$ cat src/rtl/ram_port_arbiter.sv
// ram_port_arbiter
// ----------------
// Request/grant owner arbiter for a shared polynomial RAM that has separate
// read and write ports. One client at a time owns the RAM. The owner's write
// and read controls are muxed onto the RAM. An optional idle gap separates
// consecutive owners. Read data is tagged so it returns to the client that
// issued the read, even after ownership has moved on. A write from a client
// without a grant is blocked and counted.
//
// Ports:
//   clk, rst          clock, synchronous active-high reset
//   req[N]            per-client ownership request (level)
//   rel[N]            per-client release pulse (only the owner's bit matters)
//   cl_wen/cl_waddr/cl_wdata   per-client write port (packed, client i at slice i)
//   cl_ren/cl_raddr   per-client read strobe and address (packed)
//   gnt[N]            registered one-hot grant
//   ram_wen/ram_waddr/ram_wdata/ram_raddr   to RAM
//   ram_rdata         from RAM
//   rdata             ram_rdata broadcast to all clients
//   rvalid[N]         one-hot owner of the current rdata
//   busy              FSM not idle, or reads still in flight
//   viol              one-cycle pulse after an illegal write attempt
//   viol_cnt          saturating count of illegal write cycles
module ram_port_arbiter #(
    parameter int N_CLIENTS = 5,
    parameter int DATA_W    = 96,
    parameter int ADDR_W    = 8,
    parameter int RD_LAT    = 1,
    parameter int TURN_CYC  = 1,
    parameter int RR        = 1
) (
    input  logic                          clk,
    input  logic                          rst,
    input  logic [N_CLIENTS-1:0]          req,
    input  logic [N_CLIENTS-1:0]          rel,
    input  logic [N_CLIENTS-1:0]          cl_wen,
    input  logic [N_CLIENTS*ADDR_W-1:0]   cl_waddr,
    input  logic [N_CLIENTS*DATA_W-1:0]   cl_wdata,
    input  logic [N_CLIENTS-1:0]          cl_ren,
    input  logic [N_CLIENTS*ADDR_W-1:0]   cl_raddr,
    output logic [N_CLIENTS-1:0]          gnt,
    output logic                          ram_wen,
    output logic [ADDR_W-1:0]             ram_waddr,
    output logic [DATA_W-1:0]             ram_wdata,
    output logic [ADDR_W-1:0]             ram_raddr,
    input  logic [DATA_W-1:0]             ram_rdata,
    output logic [DATA_W-1:0]             rdata,
    output logic [N_CLIENTS-1:0]          rvalid,
    output logic                          busy,
    output logic                          viol,
    output logic [7:0]                    viol_cnt
);

    localparam int PTR_W = $clog2(N_CLIENTS);
    // Index of the final idle cycle between owners; unused when TURN_CYC is 0.
    localparam logic [1:0] TURN_LAST = (TURN_CYC > 0) ? 2'(TURN_CYC - 1) : 2'd0;

    typedef enum logic [1:0] {
        ST_IDLE = 2'd0,
        ST_OWN  = 2'd1,
        ST_TURN = 2'd2
    } state_t;

    state_t               r_state, w_state_next;
    logic [N_CLIENTS-1:0] r_gnt, w_gnt_next;
    logic [PTR_W-1:0]     r_owner, w_owner_next;
    logic [PTR_W-1:0]     r_ptr, w_ptr_next;
    logic [1:0]           r_turn_cnt, w_turn_cnt_next;

    logic [ADDR_W-1:0]    r_waddr, r_raddr;
    logic [DATA_W-1:0]    r_wdata;
    logic                 r_viol;
    logic [7:0]           r_viol_cnt;

    logic [RD_LAT-1:0]    r_tag_vld;
    logic [PTR_W-1:0]     r_tag_idx [RD_LAT];

    // Per-client views of the packed buses.
    logic [ADDR_W-1:0]    w_waddr_arr [N_CLIENTS];
    logic [DATA_W-1:0]    w_wdata_arr [N_CLIENTS];
    logic [ADDR_W-1:0]    w_raddr_arr [N_CLIENTS];

    genvar gi;
    generate
        for (gi = 0; gi < N_CLIENTS; gi++) begin : g_unpack
            assign w_waddr_arr[gi] = cl_waddr[gi*ADDR_W +: ADDR_W];
            assign w_wdata_arr[gi] = cl_wdata[gi*DATA_W +: DATA_W];
            assign w_raddr_arr[gi] = cl_raddr[gi*ADDR_W +: ADDR_W];
        end
    endgenerate

    // ------------------------------------------------------------------
    // Winner selection. Round-robin scans from r_ptr upward with wrap;
    // fixed priority scans from index 0.
    // ------------------------------------------------------------------
    logic                 w_arb_found;
    logic [PTR_W-1:0]     w_arb_idx;
    logic [PTR_W-1:0]     w_arb_ptr;
    logic [N_CLIENTS-1:0] w_arb_gnt;
    logic [PTR_W:0]       w_sum;
    logic [PTR_W-1:0]     w_cand;

    always_comb begin
        w_arb_found = 1'b0;
        w_arb_idx   = '0;
        w_sum       = '0;
        w_cand      = '0;
        for (int k = 0; k < N_CLIENTS; k++) begin
            w_sum = {1'b0, r_ptr} + (PTR_W+1)'(k);
            if (w_sum >= (PTR_W+1)'(N_CLIENTS)) begin
                w_sum = w_sum - (PTR_W+1)'(N_CLIENTS);
            end
            w_cand = (RR != 0) ? w_sum[PTR_W-1:0] : PTR_W'(k);
            if (!w_arb_found && req[w_cand]) begin
                w_arb_found = 1'b1;
                w_arb_idx   = w_cand;
            end
        end
    end

    assign w_arb_ptr = (w_arb_idx == PTR_W'(N_CLIENTS - 1)) ? '0 : w_arb_idx + 1'b1;
    assign w_arb_gnt = w_arb_found ? (N_CLIENTS'(1) << w_arb_idx) : '0;

    // ------------------------------------------------------------------
    // Ownership FSM
    // ------------------------------------------------------------------
    logic w_own;
    logic w_owner_exit;
    logic w_arb_take;

    assign w_own        = (r_state == ST_OWN);
    // rel beats a still-high req from the owner.
    assign w_owner_exit = rel[r_owner] | ~req[r_owner];

    always_comb begin
        w_state_next    = r_state;
        w_gnt_next      = r_gnt;
        w_owner_next    = r_owner;
        w_ptr_next      = r_ptr;
        w_turn_cnt_next = r_turn_cnt;
        w_arb_take      = 1'b0;

        case (r_state)
            ST_IDLE: w_arb_take = 1'b1;
            ST_OWN: begin
                if (w_owner_exit) begin
                    if (TURN_CYC > 0) begin
                        w_state_next    = ST_TURN;
                        w_gnt_next      = '0;
                        w_turn_cnt_next = 2'd0;
                    end else begin
                        w_arb_take = 1'b1;
                    end
                end
            end
            ST_TURN: begin
                // Arbitrate on the last idle cycle so exactly TURN_CYC
                // grant-free cycles separate two owners.
                if (r_turn_cnt == TURN_LAST) begin
                    w_arb_take = 1'b1;
                end else begin
                    w_turn_cnt_next = r_turn_cnt + 2'd1;
                end
            end
            default: begin
                w_state_next = ST_IDLE;
                w_gnt_next   = '0;
            end
        endcase

        if (w_arb_take) begin
            w_state_next = w_arb_found ? ST_OWN : ST_IDLE;
            w_gnt_next   = w_arb_gnt;
            if (w_arb_found) begin
                w_owner_next = w_arb_idx;
                w_ptr_next   = w_arb_ptr;
            end
        end
    end

    // ------------------------------------------------------------------
    // Violations: any write enable without a grant, counted once per cycle.
    // ------------------------------------------------------------------
    logic w_viol_now;
    logic w_rd_issue;

    assign w_viol_now = |(cl_wen & ~r_gnt);
    assign w_rd_issue = w_own & cl_ren[r_owner];

    always_ff @(posedge clk) begin
        if (rst) begin
            r_state      <= ST_IDLE;
            r_gnt        <= '0;
            r_owner      <= '0;
            r_ptr        <= '0;
            r_turn_cnt   <= 2'd0;
            r_waddr      <= '0;
            r_wdata      <= '0;
            r_raddr      <= '0;
            r_viol       <= 1'b0;
            r_viol_cnt   <= 8'd0;
            r_tag_vld[0] <= 1'b0;
            r_tag_idx[0] <= '0;
        end else begin
            r_state      <= w_state_next;
            r_gnt        <= w_gnt_next;
            r_owner      <= w_owner_next;
            r_ptr        <= w_ptr_next;
            r_turn_cnt   <= w_turn_cnt_next;
            // Remember the owner's controls so the RAM address/data lines
            // hold still while nobody owns the RAM.
            if (w_own) begin
                r_waddr <= w_waddr_arr[r_owner];
                r_wdata <= w_wdata_arr[r_owner];
                r_raddr <= w_raddr_arr[r_owner];
            end
            r_viol <= w_viol_now;
            if (w_viol_now && (r_viol_cnt != 8'hFF)) begin
                r_viol_cnt <= r_viol_cnt + 8'd1;
            end
            r_tag_vld[0] <= w_rd_issue;
            r_tag_idx[0] <= r_owner;
        end
    end

    // Remaining stages of the read tag pipe, matching the RAM read latency.
    generate
        for (gi = 1; gi < RD_LAT; gi++) begin : g_tag_pipe
            always_ff @(posedge clk) begin
                if (rst) begin
                    r_tag_vld[gi] <= 1'b0;
                    r_tag_idx[gi] <= '0;
                end else begin
                    r_tag_vld[gi] <= r_tag_vld[gi-1];
                    r_tag_idx[gi] <= r_tag_idx[gi-1];
                end
            end
        end
    endgenerate

    // ------------------------------------------------------------------
    // Outputs
    // ------------------------------------------------------------------
    assign gnt       = r_gnt;
    assign ram_wen   = w_own & cl_wen[r_owner];
    assign ram_waddr = w_own ? w_waddr_arr[r_owner] : r_waddr;
    assign ram_wdata = w_own ? w_wdata_arr[r_owner] : r_wdata;
    assign ram_raddr = w_own ? w_raddr_arr[r_owner] : r_raddr;
    assign rdata     = ram_rdata;
    assign rvalid    = r_tag_vld[RD_LAT-1] ? (N_CLIENTS'(1) << r_tag_idx[RD_LAT-1]) : '0;
    assign busy      = (r_state != ST_IDLE) | (|r_tag_vld);
    assign viol      = r_viol;
    assign viol_cnt  = r_viol_cnt;

endmodule

$ cat config.mk
export PLATFORM = sky130hd
export DESIGN_NAME = ram_port_arbiter
export DESIGN_NICKNAME = d
export VERILOG_FILES = /design/src/rtl/ram_port_arbiter.sv
export SDC_FILE = /design/constraint.sdc
export NUM_CORES = 1
export LEC_CHECK = 0
export ABC_AREA = 1
export CORE_AREA = 2 2 358 360
export DETAILED_ROUTE_END_ITERATION = 16
export DIE_AREA = 0 0 360 362
export HOLD_SLACK_MARGIN = 0.08
export PLACE_DENSITY = 0.33
export SLEW_MARGIN = 15
export SYNTH_ARGS = -nofsm -noshare
export SYNTH_HDL_FRONTEND = slang
export SYNTH_SLANG_ARGS = --single-unit
$ cat constraint.sdc
create_clock -name clk -period 4.8 [get_ports clk]
set_input_delay 0.96 -clock clk [delete_from_list [all_inputs] [get_ports clk]]
set_output_delay 0.96 -clock clk [all_outputs]
set_load 0.01 [all_outputs]
* After elaboration in Yosys (flattened, before gate mapping)
Memory sizes are Yosys's and may differ from the RTL's. Index checks and enable logic that the tools add are counted.
Storage, ports and cells: bits in latches 0, memory bits (writable) 3, input bits 678, ROM bits 0, output and inout bits 229, register bits after elaboration 137, memories kept 1
Memory list:
- r_tag_idx | depth 1, bits a word 3, rd ports 1, clocked after memory_dff 0, write ports 1, RTL line 76 | logic [PTR_W-1:0] r_tag_idx [RD_LAT];
Cells by class: $add $sub $neg 12, div/mod/pow operators 0, reductions and logical operators 19, $mul 0, muxes and demuxes 65, eq/ne operators 8, shift operators 2, bitwise operators 8, magnitude comparators 12
Operators with widths (count):
- $bmux W96 S3 | 1
- $mux W96 | 3
- $bmux W8 S3 | 2
- $mux W8 | 6
- $mux W3 | 12
- $bmux W1 S3 | 9
- $lt A3 B4 Y1 const B | 6
- $mux W1 | 20
- $mux W5 | 4
- $ge A4 B3 Y1 const B | 4
- $sub A3 B3 Y3 const B | 5
- $pmux W5 S2 | 1
- $shl A1 B3 Y5 const A | 2
- $add A3 B2 Y4 const B | 2
- $add A8 B1 Y8 const B | 1
- $mux W2 | 4
- $ne A8 B8 Y1 const B | 1
- $pmux W2 S2 | 2
- $and A5 B5 Y5 | 1
- $logic_and A1 B1 Y1 | 5
- $not A5 Y5 | 1
- $reduce_or A5 Y1 | 1
- $add A3 B1 Y4 const B | 1
- $add A3 B3 Y4 const B | 1
- 22 further kinds | 31

* Longest topological paths before layout
word-level depth 20, mapped depth 25, depth with buffers taken out 25

* Worst setup path after synthesis
No wires, ideal clock.
path type flip-flop to flip-flop, start point register r_ptr[0], end point register r_ptr[2], data arrival time 3153 ps, setup slack 1577 ps, required time 4730 ps, stages on the path, launching flop included 24, path through dfxtp_1 -> inv_2 -> ha_1 -> inv_1 -> fa_1 -> inv_1 -> nand2_1 -> o21ai_0 -> nand3_1 -> nand2_1 -> nand2_1 -> nand2_1 -> inv_1 -> nand2_4 -> nor2_8 -> nand2_1 -> nor2_1 -> nor2_1 -> inv_1 -> ha_1 -> ha_1 -> nor2_1 -> nand2_1 -> a21oi_1
Between the ends: cells in the longest elaborated chain, start to end 19
RTL lines:
- from (decl) | RTL line 67 | logic [PTR_W-1:0] r_ptr, w_ptr_next;
- from (signal assigned) | RTL line 208 | r_ptr <= w_ptr_next;
- parallel branches: the longest is 16 deep, another holds $add A3 B1 Y4
- $mux W3 * | RTL line 114 | if (!w_arb_found && req[w_cand]) begin
- named net w_arb_idx[1] | RTL line 97 | logic [PTR_W-1:0] w_arb_idx;
- $add A3 B1 Y3 or $eq A3 B3 Y1 (tied branches) | RTL line 121 | assign w_arb_ptr = (w_arb_idx == PTR_W'(N_CLIENTS - 1)) ? '0 : w_arb_idx + 1'b1;
- $mux W3 * | RTL line 121
Mark *: on every way through the listed nets, which the timed path passes. The select of a mux whose other input is x is not followed. A chain may end at the register's enable or synchronous reset.

* Worst setup path after layout
start point register r_owner[1], end point output ram_wdata[1]
Between the ends: cells in the longest elaborated chain, start to end 5
RTL lines:
- from (decl) | RTL line 66 | logic [PTR_W-1:0] r_owner, w_owner_next;
- from (signal assigned) | RTL line 207 | r_owner <= w_owner_next;
- $not A3 Y4 (not written as such) | RTL line 247 | assign ram_wdata = w_own ? w_wdata_arr[r_owner] : r_wdata;
- $bmux W96 S3 | RTL line 247
- $mux W96 (not written as such) (2 in a row) | RTL line 247
- $mux W96
- to (decl) | RTL line 44 | output logic [DATA_W-1:0] ram_wdata,
Every way passes these cells. The select of a mux whose other input is x is not followed.

==> results.sh <==
export IMPL_tns_ns=0
export IMPL_synth_seq_cells=140
export IMPL_cts_num_sinks=140
export IMPL_worst_slack_ns=0.2344
export IMPL_route_detailed_drc=0
export IMPL_hold_class="reg2reg"
export IMPL_drive_gt1_share_pct=5.887
export IMPL_maxCapViolCount=0
export IMPL_synth_top_area_share_pct=24.39
export IMPL_final_cell_area_um2=20680
export IMPL_cts_root_buffer="clkbuf_16"
export IMPL_cts_resized_gates=0
export IMPL_hold_violations=0
export IMPL_synth_cell_type_count=48
export IMPL_ys_warnings_count=0
export IMPL_p_leak_nw=7.307
export IMPL_die_x_um=360
export IMPL_min_from="r_turn_cnt[1]"
export IMPL_grt_usage_pct=13.10
export IMPL_skew_ns=0.02348
export IMPL_slowest_delay_ns=0.64
export IMPL_grt_pass1_vias=15540
export IMPL_period_share_pct=95.12
export IMPL_critPathBufInv=3
export IMPL_crit_chain="buf_12 -> buf_4 -> o21ai_0 -> o22ai_1 -> o21ai_0 -> o21ai_0 -> clkdlybuf4s50_1"
export IMPL_io_pins=907
export IMPL_crit_path_start="r_owner[1]"
export IMPL_worstPathRequired_ns=3.84
export IMPL_cts_buffers=17
export IMPL_ys_seq_area_share_pct=24.39
export IMPL_powerDensity_nw_per_um2=552.8
export IMPL_drv_slew=0
export IMPL_overflow=0
export IMPL_routed_wirelength_mm=88.93
export IMPL_async_flop_share_pct=0
export IMPL_layout_min_cycle_time_ns=4.566
export IMPL_synthMostInstantiatedCell="o21ai_0"
export IMPL_cpLargestDelayFamily="buffers and inverters"
export IMPL_fp_dieArea_um2=130300
export IMPL_synth_edf_count=0
export IMPL_dieHeight_um=362
export IMPL_rows=131
export IMPL_whs_ns=0.4763
export IMPL_synth_nets=2557
export IMPL_htree_levels=4
export IMPL_status="finished, final reports clean"
export IMPL_grt_pass1_wl_mm=121.7
export IMPL_via_count=15250
export IMPL_max_clock_freq_mhz=219.0
export IMPL_critPathLaunchType="flop"
export IMPL_tightest_slew_ns=0.8321
export IMPL_synth_common_cells="420 x o21ai_0, 248 x nor2_1, 199 x nand2_1, 140 x dfxtp_1, 139 x a21oi_1"
export IMPL_viasPerCell=3.742
export IMPL_post_drt_wl_per_cell_um=21.82
export IMPL_path_max_fanout=42
export IMPL_core_area_um2=126700
export IMPL_antenna_found_initial=26
export IMPL_ctsHoldBuffers=0
export IMPL_relSlewSlack_pct=43.94
export IMPL_pre_cts_slack_ns=0.3905
export IMPL_initial_core_util_pct=9.068
export IMPL_synth_area_leader_cell="dfxtp_1"
export IMPL_first_pass_iters=5
export IMPL_gp_congestion=0.8271
export IMPL_reg2reg_from="r_ptr[1]"
export IMPL_clkLatencyLatePin_ns=0.51
export IMPL_clockBufferDepth=2
export IMPL_placed_area_um2=20060
export IMPL_syn_to_final_growth_pct=80.01
export IMPL_drtAntennaViolNets=0
export IMPL_clk_pin_slew_ns=0.06
export IMPL_synth_area_leaders="dfxtp_1 24%, o21ai_0 18%, nor2_1 8.1%"
export IMPL_crit_slowest_cell="dfxtp_4"
export IMPL_cts_tree="done"
export IMPL_post_cts_buffers=0
export IMPL_worstSetupPathType="reg2out"
export IMPL_cp_common_cell="o21ai_0"
export IMPL_drtIter0Drc=783
export IMPL_r2r_setup_slack_ns=0.96
export IMPL_p_total_w=0.01143
export IMPL_syn_instance_count=1859
export IMPL_portBuffers=714
export IMPL_dp_hpwl_mm=70.81
export IMPL_vdd_drop_max_uv=317.2
export IMPL_setup_viol=0
export IMPL_ys_flop_type="dfxtp_1"
export IMPL_rsz0062_at_grt="no"
export IMPL_final_nets=3097
export IMPL_arrival_ns=3.61
export IMPL_netlist_area_um2=11490
export IMPL_end_kind="output port"
export IMPL_grt_max_degree=88
export IMPL_avgSynthCellArea_um2=6.181
per-stage QoR:
| stage | utilization [%] | instances |
|---|---|---|
| 6_report | 16.32 | 4075 |
| 3_5_place_dp | 15.83 | 4042 |
| 3_3_place_gp | 15.83 | 4042 |
| 4_1_cts | 16.32 | 4074 |
| 5_1_grt | 16.32 | 4074 |
| 2_1_floorplan | - | 1859 |
flip-flops by register name (all words and copies together) (netlist names):
register,cells
r_wdata,96
r_raddr,8
r_waddr,8
viol_cnt,8
gnt,5
r_owner,3
r_ptr,3
r_tag_idx,3
r_state,2
r_turn_cnt,2
r_tag_vld,1
viol,1
layout make-up:
class	instances	area, µm²
repair buffers	771	7770
fillers	14560	106000
multi-input cells	1407	7142
diodes	1	2.502
well taps	1662	2079
flip-flops and latches	140	2814
clock inverters	15	191.4
clock buffers	17	425.4
inverters	62	257.7
logic make-up (layout without fill, tap and decap cells):
family | Yosys count | after routing | synth area share, %
buffers and inverters | 312 | 865 | 13.62
adder cells (fa/ha/maj) | 20 | 20 | 2.243
XOR/XNOR | 1 | 1 | 0.07624
AND/OR/NAND/NOR | 649 | 649 | 25.69
other | 0 | 1 | 0
AO/OA/AOI/OAI | 737 | 737 | 33.98
flip-flops | 140 | 140 | 24.39
routing by layer:
layer  vias to the layer above  wire length (µm)  global-route usage, %
li1                       7367                 -                      -
met1                      7119             38160                  15.79
met2                       619             42010                  22.16
met3                       111              7007                  4.651
met4                        32              1532                  3.032
met5                         -               218                      0
layout by cell type (no fill, tap or decap), drive strengths merged, types with 17 or more instances in the layout:
master           n
buf             64
dfxtp          140
nor2           252
clkdlybuf4s50  707
nand3           43
a21oi          141
ha              19
inv             72
and2           112
nand2          218
o22ai          113
clkbuf          17
o21ai          463
tightest hold or removal path: cells and delay by family, from the launching register on:
family	cells	cell delay (ns)
AOI/OAI and AO/OA	1	0.07
buffers and inverters	1	0.07
DFF	1	0.30
power by group:
| group | internal (W) | switching (W) | leakage (nW) |
|---|---|---|---|
| registers | 0.00155 | 0.000222 | 1.15 |
| clock network | 0.000794 | 0.000722 | 0.298 |
| logic | 0.00317 | 0.00498 | 5.86 |
worst paths after layout:
path,end,depth (start not counted)
max,ram_wdata[1],7
min,r_turn_cnt[1],2
max reg2reg,r_ptr[2],21
min reg2reg,r_turn_cnt[1],2
Note: power is estimated with default switching activity, not from simulation.
